File: src/rtl/mem_fifo_pkg.sv
// Shared constants, grant/priority encodings and pointer helper for the Memory FIFO controller.
// Optional feature macro used by mem_fifo_ctrl: FIFO_ERR_STICKY_EN.
package mem_fifo_pkg;

  localparam int unsigned DEPTH = 101;
  localparam int unsigned AW    = 11;
  localparam int unsigned DW    = 11;
  localparam int unsigned CW    = 7;

  typedef enum logic [1:0] {
    GNT_NONE = 2'b00,
    GNT_PUSH = 2'b01,
    GNT_POP  = 2'b10
  } gnt_e;

  typedef enum logic {
    PRIO_PUSH = 1'b0,
    PRIO_POP  = 1'b1
  } prio_e;

  // DEPTH is not a power of two, so the wrap is explicit.
  function automatic logic [AW-1:0] ptr_inc(input logic [AW-1:0] p);
    return (p == AW'(DEPTH - 1)) ? '0 : p + AW'(1);
  endfunction

endpackage

File: src/rtl/mem_fifo_arb.sv
// Push/pop round-robin arbiter: a single eligible side always wins; contested
// cycles are settled by prio, which flips only after a contested cycle.
module mem_fifo_arb
  import mem_fifo_pkg::*;
(
  input  logic  push_ok,
  input  logic  pop_ok,
  input  prio_e prio,
  output gnt_e  grant,
  output prio_e prio_nxt
);

  always_comb begin
    grant    = GNT_NONE;
    prio_nxt = prio;
    if (push_ok && pop_ok) begin
      grant    = (prio == PRIO_PUSH) ? GNT_PUSH : GNT_POP;
      prio_nxt = (prio == PRIO_PUSH) ? PRIO_POP : PRIO_PUSH;
    end else if (push_ok) begin
      grant = GNT_PUSH;
    end else if (pop_ok) begin
      grant = GNT_POP;
    end
  end

endmodule

File: src/rtl/mem_fifo_ctrl.sv
// FIFO controller in front of the 101-entry Memory: arbitrates push/pop, never drives
// WriteEn and ReadEn together. `define FIFO_ERR_STICKY_EN adds sticky OvfErr/UdfErr.
module mem_fifo_ctrl
  import mem_fifo_pkg::*;
(
  input  logic          MCLK,
  input  logic          MRST,
  input  logic          PushReq,
  input  logic [DW-1:0] PushData,
  output logic          PushAck,
  input  logic          PopReq,
  output logic          PopAck,
  output logic          Full,
  output logic          Empty,
  output logic [CW-1:0] Count,
  output logic          WriteEn,
  output logic          ReadEn,
  output logic [AW-1:0] WAddress,
  output logic [AW-1:0] RAddress,
  output logic [DW-1:0] InData,
  output logic          RdValid
`ifdef FIFO_ERR_STICKY_EN
  ,
  output logic          OvfErr,
  output logic          UdfErr
`endif
);

  logic [AW-1:0] wr_ptr;
  logic [AW-1:0] rd_ptr;
  logic [CW-1:0] count_nxt;
  logic          push_ok;
  logic          pop_ok;
  logic          do_push;
  logic          do_pop;
  prio_e         prio;
  prio_e         prio_nxt;
  gnt_e          grant;

  assign push_ok = PushReq && !Full;
  assign pop_ok  = PopReq && !Empty;

  mem_fifo_arb u_arb (
    .push_ok  (push_ok),
    .pop_ok   (pop_ok),
    .prio     (prio),
    .grant    (grant),
    .prio_nxt (prio_nxt)
  );

  assign do_push = (grant == GNT_PUSH);
  assign do_pop  = (grant == GNT_POP);
  assign PushAck = do_push;
  assign PopAck  = do_pop;

  always_comb begin
    count_nxt = Count;
    if (do_push) begin
      count_nxt = Count + CW'(1);
    end else if (do_pop) begin
      count_nxt = Count - CW'(1);
    end
  end

  // Memory-side strobes are registered one cycle behind the ack; the read result
  // appears the cycle after ReadEn, hence RdValid follows ReadEn.
  always_ff @(posedge MCLK) begin
    if (MRST) begin
      wr_ptr   <= '0;
      rd_ptr   <= '0;
      Count    <= '0;
      Full     <= 1'b0;
      Empty    <= 1'b1;
      prio     <= PRIO_PUSH;
      WriteEn  <= 1'b0;
      ReadEn   <= 1'b0;
      RdValid  <= 1'b0;
      WAddress <= '0;
      RAddress <= '0;
      InData   <= '0;
    end else begin
      Count   <= count_nxt;
      Full    <= (count_nxt == CW'(DEPTH));
      Empty   <= (count_nxt == '0);
      prio    <= prio_nxt;
      WriteEn <= do_push;
      ReadEn  <= do_pop;
      RdValid <= ReadEn;
      if (do_push) begin
        WAddress <= wr_ptr;
        InData   <= PushData;
        wr_ptr   <= ptr_inc(wr_ptr);
      end
      if (do_pop) begin
        RAddress <= rd_ptr;
        rd_ptr   <= ptr_inc(rd_ptr);
      end
    end
  end

`ifdef FIFO_ERR_STICKY_EN
  always_ff @(posedge MCLK) begin
    if (MRST) begin
      OvfErr <= 1'b0;
      UdfErr <= 1'b0;
    end else begin
      if (PushReq && Full) begin
        OvfErr <= 1'b1;
      end
      if (PopReq && Empty) begin
        UdfErr <= 1'b1;
      end
    end
  end
`endif

endmodule

File: config.mk
export PLATFORM = sky130hd
export DESIGN_NAME = mem_fifo_ctrl
export DESIGN_NICKNAME = d
export VERILOG_FILES = /design/src/rtl/mem_fifo_pkg.sv /design/src/rtl/mem_fifo_arb.sv /design/src/rtl/mem_fifo_ctrl.sv
export SDC_FILE = /design/constraint.sdc
export NUM_CORES = 1
export LEC_CHECK = 0
export ABC_AREA = 0
export BUFFER_PORTS_ARGS = -buffer_cell sky130_fd_sc_hd__buf_2
export CAP_MARGIN = 20
export CORE_MARGIN = 1
export CORE_UTILIZATION = 50
export CTS_BUF_LIST = sky130_fd_sc_hd__clkbuf_16
export DETAILED_ROUTE_END_ITERATION = 8
export GPL_TIMING_DRIVEN = 0
export PLACE_DENSITY = 0.76
export RECOVER_POWER = 100
export SYNTH_ARGS = -nofsm -noshare
export SYNTH_HDL_FRONTEND = slang
export SYNTH_SLANG_ARGS = --single-unit
File: constraint.sdc
create_clock -name MCLK -period 2 [get_ports MCLK]
set_input_delay 0.1 -clock MCLK [delete_from_list [all_inputs] [get_ports MCLK]]
set_output_delay 0.1 -clock MCLK [all_outputs]
set_load 0.02 [all_outputs]
==> metrics.md, run 1 <==
| Metric | Value |
|---|---|
| Largest cells by area after synthesis | dfxtp_1 (48%), nand2_1 (10%), a21oi_1 (6.5%), nor2_1 (4.6%), xor2_1 (4.3%) |
| Startpoint Class | register |
| Max-Cap Viols | 0 |
| Final Util | 0.636 |
| Synthesis-to-layout area growth | 22.9% |
| Vias/cell | 5.12 |
| Setup slack after layout | 0.113 ns |
| CTS tree | built |
| Synthesized Nets | 357 |
| EDFF count, synth | 0 |
| Proportion of netlist area held by the largest area contributor | 0.478 |
| Cell Area, Synth | 0.00285 mm2 |
| Clk pwr share | 0.435 |
| Avg Cell Area, Syn | 8.48 um2 |
| Warnings from Yosys | 0 |
| Final Max Tran Viols | 0 |
| Largest family of logic cells by synthesized area | simple AND/OR/NAND/NOR gates |
| Area share of fa/ha/maj cells after synthesis | 0.0264 |
| Router iterations before antenna repair | 4 |
| Pin count of the biggest net entering global routing | 12 |
| RD Place Congestion | 0.825 |
| Worst EP arrival | 2.11 ns |
| Post-Synth XOR/XNOR Area | 0.0764 |
| Met3 GRT Util | 0.0588 |
| Row cnt | 27 |
| CTS buffer count | 9 |
| Crit Path Category | reg -> reg |
| Grt total ovfl | 0 |
| Routed wire length | 6280 um |
| First-pass GRT wire length | 10400 um |
| Die outline height | 77.5 um |
| Int Pwr | 2530 uW |
| Core Area | 0.00551 mm2 |
| Critical Path End Type | register |
| Setup Skew | 0.00469 ns |
| Antenna-violating nets left | 0 |
| Number of I/O pins | 62 |
| Sw Ratio | 0.269 |
| Post-synthesis register bit count | 68 |
| Detailed placement HPWL | 4370 um |
| Global routing usage on met2 | 0.350 |
| Largest stage delay, worst path | 0.37 ns |
| Pwr per Cell Area | 988 mW/mm2 |
| Most frequent cells in the layout | nand2_1 (79), dfxtp_1 (68), clkbuf_1 (52) |
| Slowest CP cell | dfxtp_1 |
| Net Switching | 929 uW |
| Post-CTS Setup Bufs | 0 |
| Ys async rst share | 0 |
| Highest clock rate | 530 MHz |
| Clock sinks | 68 |
| Max Root-Sink Buffers | 2 |
| Worst skew pair latency | 0.33 ns |
| Placed Instances | 469 |
| Grt peak-use layer | met2 |
| Minimum clock period | 1.89 ns |
| Netlist cell types | 47 |
| Sequential share of the synthesized area | 0.478 |
| Crit path cell chain | inv_1 -> ha_1 -> nor3b_4 -> nand3_1 -> mux2i_1 -> xnor2_1 -> nand2_1 -> o41ai_2 |
| Leakage power | 0.00132 uW |
| Detailed Route Iter0 Violations | 142 |
| Worst R2R Setup Slack | 0.11 ns |
| Mux contribution to synthesized area | 0.00351 |
| Final Hold Violating Endpoints | 0 |
| H-tree lvl count | 3 |
| Reg clk slew, reported paths | 0.05 ns |
| Post-synth top flop | dfxtp_1 |
| DP Area | 0.00324 mm2 |
| Post-synthesis simple-gate area fraction | 0.260 |
| Crit path max fanout | 7 |
| GR Layer Usage met1 | 0.286 |
| Final count of negative-setup-slack endpoints | 0 |
| Tot GR Track Use | 0.223 |
| Antenna violations before repair | 0 |
| Nets | 430 |
| DRC viols | 0 |
| Worst rel slew slack | 0.670 |
| Status | finished, final reports clean |
| Synth Area in Compound Gates | 0.113 |
| Post-route cell area | 0.00350 mm2 |
| Post-Place Worst Slack | 0.0227 ns |
| Starting Density | 0.517 |
| CP required | 2.23 ns |
| Cells after Synth | 336 |
| Clk root buf | clkbuf_16 |
| Final Cycle Share | 0.944 |
| Vias in the first global route | 2217 |
| Die area | 0.00600 mm2 |
| Worst Max-Slew Pin Slew | 0.495 ns |
| Final Hold Slack | 0.00836 ns |
| CP Buf/Inv Count | 1 |
| Sequential share of power | 0.428 |
| Share of layout cells above drive strength 1 | 0.123 |
| Worst hold path type | in -> reg |
| Commonest non-fill, non-tap cell in the layout | nand2_1 |
| CP delay by family, top | simple AND/OR/NAND/NOR gates |
| Via count | 2489 |
| Finished Layout Cells | 486 |
| Average routed wire per standard cell | 12.9 um |
| PortBufs | 61 |
| Combinational share of power | 0.137 |
| VDD IR max | 0.542 mV |
| Die W | 77.5 um |
| Diode count | 0 |
| Area leader, netlist | dfxtp_1 |
==> per-stage QoR <==
stage | TNS [ns] | total power (uW)
finish | 0 | 3460
global route | -0.0153 | 3600
CTS | 0 | 3480
detailed placement | 0 | 1970
global placement | 0 | 1950
floorplan | 0 | 1830
==> worst min-delay path: cells and delay by family <==
kind	cells	cell delay (ns)
buffers and inverters	1	0.10
AO/OA/AOI/OAI	1	0.05
AND/OR/NAND/NOR	1	0.04
==> power by group through the flow <==
| stage | combinational (uW) | sequential, uW | clock, uW |
|---|---|---|---|
| after floorplan | 276 | 1550 | 0 |
| after global placement | 450 | 1500 | 0 |
| after detailed placement | 462 | 1500 | 0 |
| after CTS | 472 | 1480 | 1530 |
| after global routing | 522 | 1490 | 1590 |
| final | 474 | 1480 | 1510 |
==> what timing repair did <==
item / 4_1_cts / 5_1_grt
gates resized for setup: 1 / 6
setup endpoints to repair: 1 / 4
endpoints found under the hold margin: 1 / 0
hold buffers: 1 / 0
==> registers in the layout, indices dropped and copies added, names as in the netlist <==
name,cells
InData,11
RAddress,11
WAddress,11
rd_ptr,11
wr_ptr,11
Count,7
Empty,1
Full,1
RdValid,1
ReadEn,1
WriteEn,1
prio,1
==> layer usage <==
layer / wire length, um / vias up / share of wire
met5: 0 / - / 0
met4: 106 / 0 / 0.017
met3: 284 / 10 / 0.045
met2: 2900 / 61 / 0.46
met1: 2990 / 1154 / 0.48
li1: - / 1264 / -
==> cell usage after synthesis, drive strengths merged (5+ instances only) <==
| cell | number |
|---|---|
| clkbuf | 7 |
| nand3 | 11 |
| nor2 | 35 |
| nand4 | 6 |
| xnor2 | 9 |
| xor2 | 15 |
| ha | 6 |
| nor3 | 6 |
| inv | 12 |
| buf | 8 |
| nand2 | 80 |
| o21ai | 5 |
| a21oi | 37 |
| dfxtp | 68 |
==> layout make-up <==
cell class | count | area, um2
fillers | 496 | 2010
repair buffers | 62 | 260
plain buffers | 15 | 81.3
flip-flops and latches | 68 | 1360
clock inverters | 7 | 60.1
clock buffers | 9 | 225
multi-input cells | 241 | 1380
well taps | 72 | 90.1
inverters | 12 | 45.0
==> kinds of logic (layout without fill, tap and decap cells) <==
family / count (synthesis) / after routing
XOR/XNOR: 24 / 24
multiplexers: 1 / 1
AND/OR/NAND/NOR: 158 / 158
AO/OA/AOI/OAI: 52 / 52
flip-flops: 68 / 68
adder cells (fa/ha/maj): 6 / 6
buffers and inverters: 27 / 105
==> path summary, 6_finish.rpt <==
path | start | to | depth (start not counted)
worst max-delay path | Count[0] | Empty | 8
worst min register to register | InData[10] | InData[10] | 2
worst min-delay path | PushData[5] | InData[5] | 3
worst max register to register | Count[0] | Empty | 8
Note: power is estimated with default switching activity, not from simulation.
==> run 2: changes to the inputs <==
- clock period: 2 -> 2.4 ns (I/O delays scaled with it)
==> run 2 against run 1 <==
Compared with the run above:
- utilization decreased by 0.89 points
- sequential share of layout area increased by 0.55 points
- via count decreased by 0.60%
- setup slack improved by 0.17 ns
- register-to-register slack improved by 0.17 ns
- global-route usage decreased by 0.13 points
- design area decreased by 1.4%
- largest cell class is now flip-flops and latches
- largest power group unchanged
==> metrics.md, run 2 (synthesized netlist as in run 1, its figures left out) <==
| Metric | Value |
|---|---|
| Crit Path Category | reg -> reg (unchanged) |
| Final Cycle Share | 0.881 (was 0.944) |
| Largest stage delay, worst path | 0.32 ns (was 0.37 ns) |
| Crit path cell chain | nand2b_1 -> o21ai_4 -> inv_1 -> buf_6 -> o22ai_4 -> xor2_1 -> nand3_2 -> o41ai_2 (was inv_1 -> ha_1 -> nor3b_4 -> nand3_1 -> mux2i_1 -> xnor2_1 -> nand2_1 -> o41ai_2) |
| Worst hold path type | in -> reg (unchanged) |
| Die W | 77.5 um (unchanged) |
| Diode count | 0 (unchanged) |
| Critical R2R Launch | Full (was Count[0]) |
| VDD IR max | 0.443 mV (was 0.542 mV) |
| Pwr per Cell Area | 828 mW/mm2 (was 988 mW/mm2) |
| RSZ-0062 raised after global routing | no |
| CP Buf/Inv Count | 2 (was 1) |
| Max Root-Sink Buffers | 2 (unchanged) |
| Post-route cell area | 0.00345 mm2 (was 0.00350 mm2) |
| Clock sinks | 68 (unchanged) |
| Clk pwr share | 0.439 (was 0.435) |
| Average routed wire per standard cell | 12.8 um (was 12.9 um) |
| First-pass GRT wire length | 10400 um (about the same) |
| Hold-fix buffers at CTS | 0 (was 1) |
| Startpoint Class | register (unchanged) |
| Clk root buf | clkbuf_16 (unchanged) |
| Sw Ratio | 0.267 (was 0.269) |
| Antenna-violating nets left | 0 (unchanged) |
| Synthesis-to-layout area growth | 21.2% (was 22.9%) |
| Number of I/O pins | 62 (unchanged) |
| Commonest non-fill, non-tap cell in the layout | nand2_1 (unchanged) |
| Post-CTS Setup Bufs | 0 (unchanged) |
| Antenna violations before repair | 0 (unchanged) |
| Critical Path End Type | register (unchanged) |
| Final Hold Violating Endpoints | 0 (unchanged) |
| Pin count of the biggest net entering global routing | 12 (unchanged) |
| Routed wire length | 6220 um (was 6280 um) |
| H-tree lvl count | 3 (unchanged) |
| RD Place Congestion | 0.825 (unchanged) |
| Combinational share of power | 0.130 (was 0.137) |
| Row cnt | 27 (unchanged) |
| Die area | 0.00600 mm2 (unchanged) |
| CTS tree | built (unchanged) |
| Reg clk slew, reported paths | 0.05 ns (about the same) |
| Final Max Tran Viols | 0 (unchanged) |
| DP Area | 0.00324 mm2 (unchanged) |
| PortBufs | 61 (unchanged) |
| Share of layout cells above drive strength 1 | 0.0993 (was 0.123) |
| Via count | 2474 (was 2489) |
| Detailed placement HPWL | 4370 um (unchanged) |
| Max-Cap Viols | 0 (unchanged) |
| Crit path max fanout | 10 (was 7) |
| Vias in the first global route | 2207 (was 2217) |
| Net Switching | 764 uW (was 929 uW) |
| Reg-to-reg critical path endpoint | Empty (unchanged) |
| Leakage power | 0.00129 uW (was 0.00132 uW) |
| Router iterations before antenna repair | 4 (unchanged) |
| Sequential share of power | 0.431 (was 0.428) |
| Worst skew pair latency | 0.33 ns (about the same) |
| Core Area | 0.00551 mm2 (unchanged) |
| Grt total ovfl | 0 (unchanged) |
| Detailed Route Iter0 Violations | 143 (was 142) |
| DRC viols | 0 (unchanged) |
| CTS buffer count | 9 (unchanged) |
| Worst EP arrival | 2.34 ns (was 2.11 ns) |
| Worst Max-Slew Pin Slew | 0.674 ns (was 0.495 ns) |
| Vias/cell | 5.10 (was 5.12) |
| Int Pwr | 2090 uW (was 2530 uW) |
| Reg2reg path depth | 8 (unchanged) |
| Slowest CP cell | o21ai_4 (was dfxtp_1) |
| Starting Density | 0.517 (unchanged) |
| Hold wc startpoint | PushData[9] (was PushData[5]) |
| Setup Skew | 0.00541 ns (was 0.00469 ns) |
| Most frequent cells in the layout | nand2_1 (80), dfxtp_1 (68), clkbuf_1 (57) (was nand2_1 (79), dfxtp_1 (68), clkbuf_1 (52)) |
| Worst rel slew slack | 0.546 (was 0.670) |
| Final count of negative-setup-slack endpoints | 0 (unchanged) |
| Post-CTS sizing | 0 (was 1) |
| Hold Path Cell Cnt | 3 (unchanged) |
| Tot GR Track Use | 0.222 (was 0.223) |
| CP required | 2.63 ns (was 2.23 ns) |
| Minimum clock period | 2.11 ns (was 1.89 ns) |
| Worst Hold Path EP | InData[9] (was InData[5]) |
| Die outline height | 77.5 um (unchanged) |
| Fin Setup TNS | 0 ns (unchanged) |
| Highest clock rate | 473 MHz (was 530 MHz) |
| Nets | 429 (was 430) |
| Status | finished, final reports clean (unchanged) |
| CP delay by family, top | compound AO/OA/AOI/OAI gates (was simple AND/OR/NAND/NOR gates) |
| Worst R2R Setup Slack | 0.29 ns (was 0.11 ns) |
==> run 2: how the worst max path moves through the flow <==
stage | from | endpoint | slack (ns) | cells past startpoint
after floorplan | Count[0] | Empty | 0.57 | 8
after detailed placement | Count[0] | Empty | 0.42 | 8
after global placement | Count[0] | Empty | 0.47 | 8
after CTS | Count[0] | Empty | 0.39 | 8
final | Full | Empty | 0.29 | 8
after global routing | Full | Empty | 0.11 | 7
==> run 2: layout make-up <==
type	count	area (um2)
plain buffers	15	76.3
inverters	12	45.0
well taps	72	90.1
fillers	504	2050
flip-flops and latches	68	1360
multi-input cells	241	1350
repair buffers	61	248
clock buffers	9	225
clock inverters	7	60.1
==> run 2: power groups by stage <==
stage	clock network (uW)	registers, uW	logic [uW]
2_1_floorplan	0	1290	230
4_1_cts	1280	1230	390
3_5_place_dp	0	1250	385
3_3_place_gp	0	1250	375
5_1_grt	1330	1240	414
6_report	1260	1230	372
==> run 2: tightest hold or removal path: stages <==
cell and delay, ns:
buf_2 0.09, nand2_1 0.04, a21oi_1 0.05
==> run 2: per-stage QoR <==
stage          utilization  setup slack, ns  cells  total power [uW]  hold slack (ns)
2_1_floorplan            -            0.573    336              1520            0.256
3_3_place_gp         0.589            0.468    469              1630            0.362
3_5_place_dp         0.589            0.423    469              1640            0.366
4_1_cts              0.641            0.390    485              2890           0.0159
5_1_grt              0.627            0.112    485              2980           0.0348
6_report             0.627            0.287    485              2860           0.0280
==> run 2: metal layers <==
| layer | track usage | vias up | share of wire |
|---|---|---|---|
| met3 | 0.0588 | 10 | 0.043 |
| met1 | 0.285 | 1153 | 0.48 |
| met5 | 0 | - | 0 |
| li1 | - | 1261 | - |
| met2 | 0.347 | 50 | 0.46 |
| met4 | 0.102 | 0 | 0.018 |
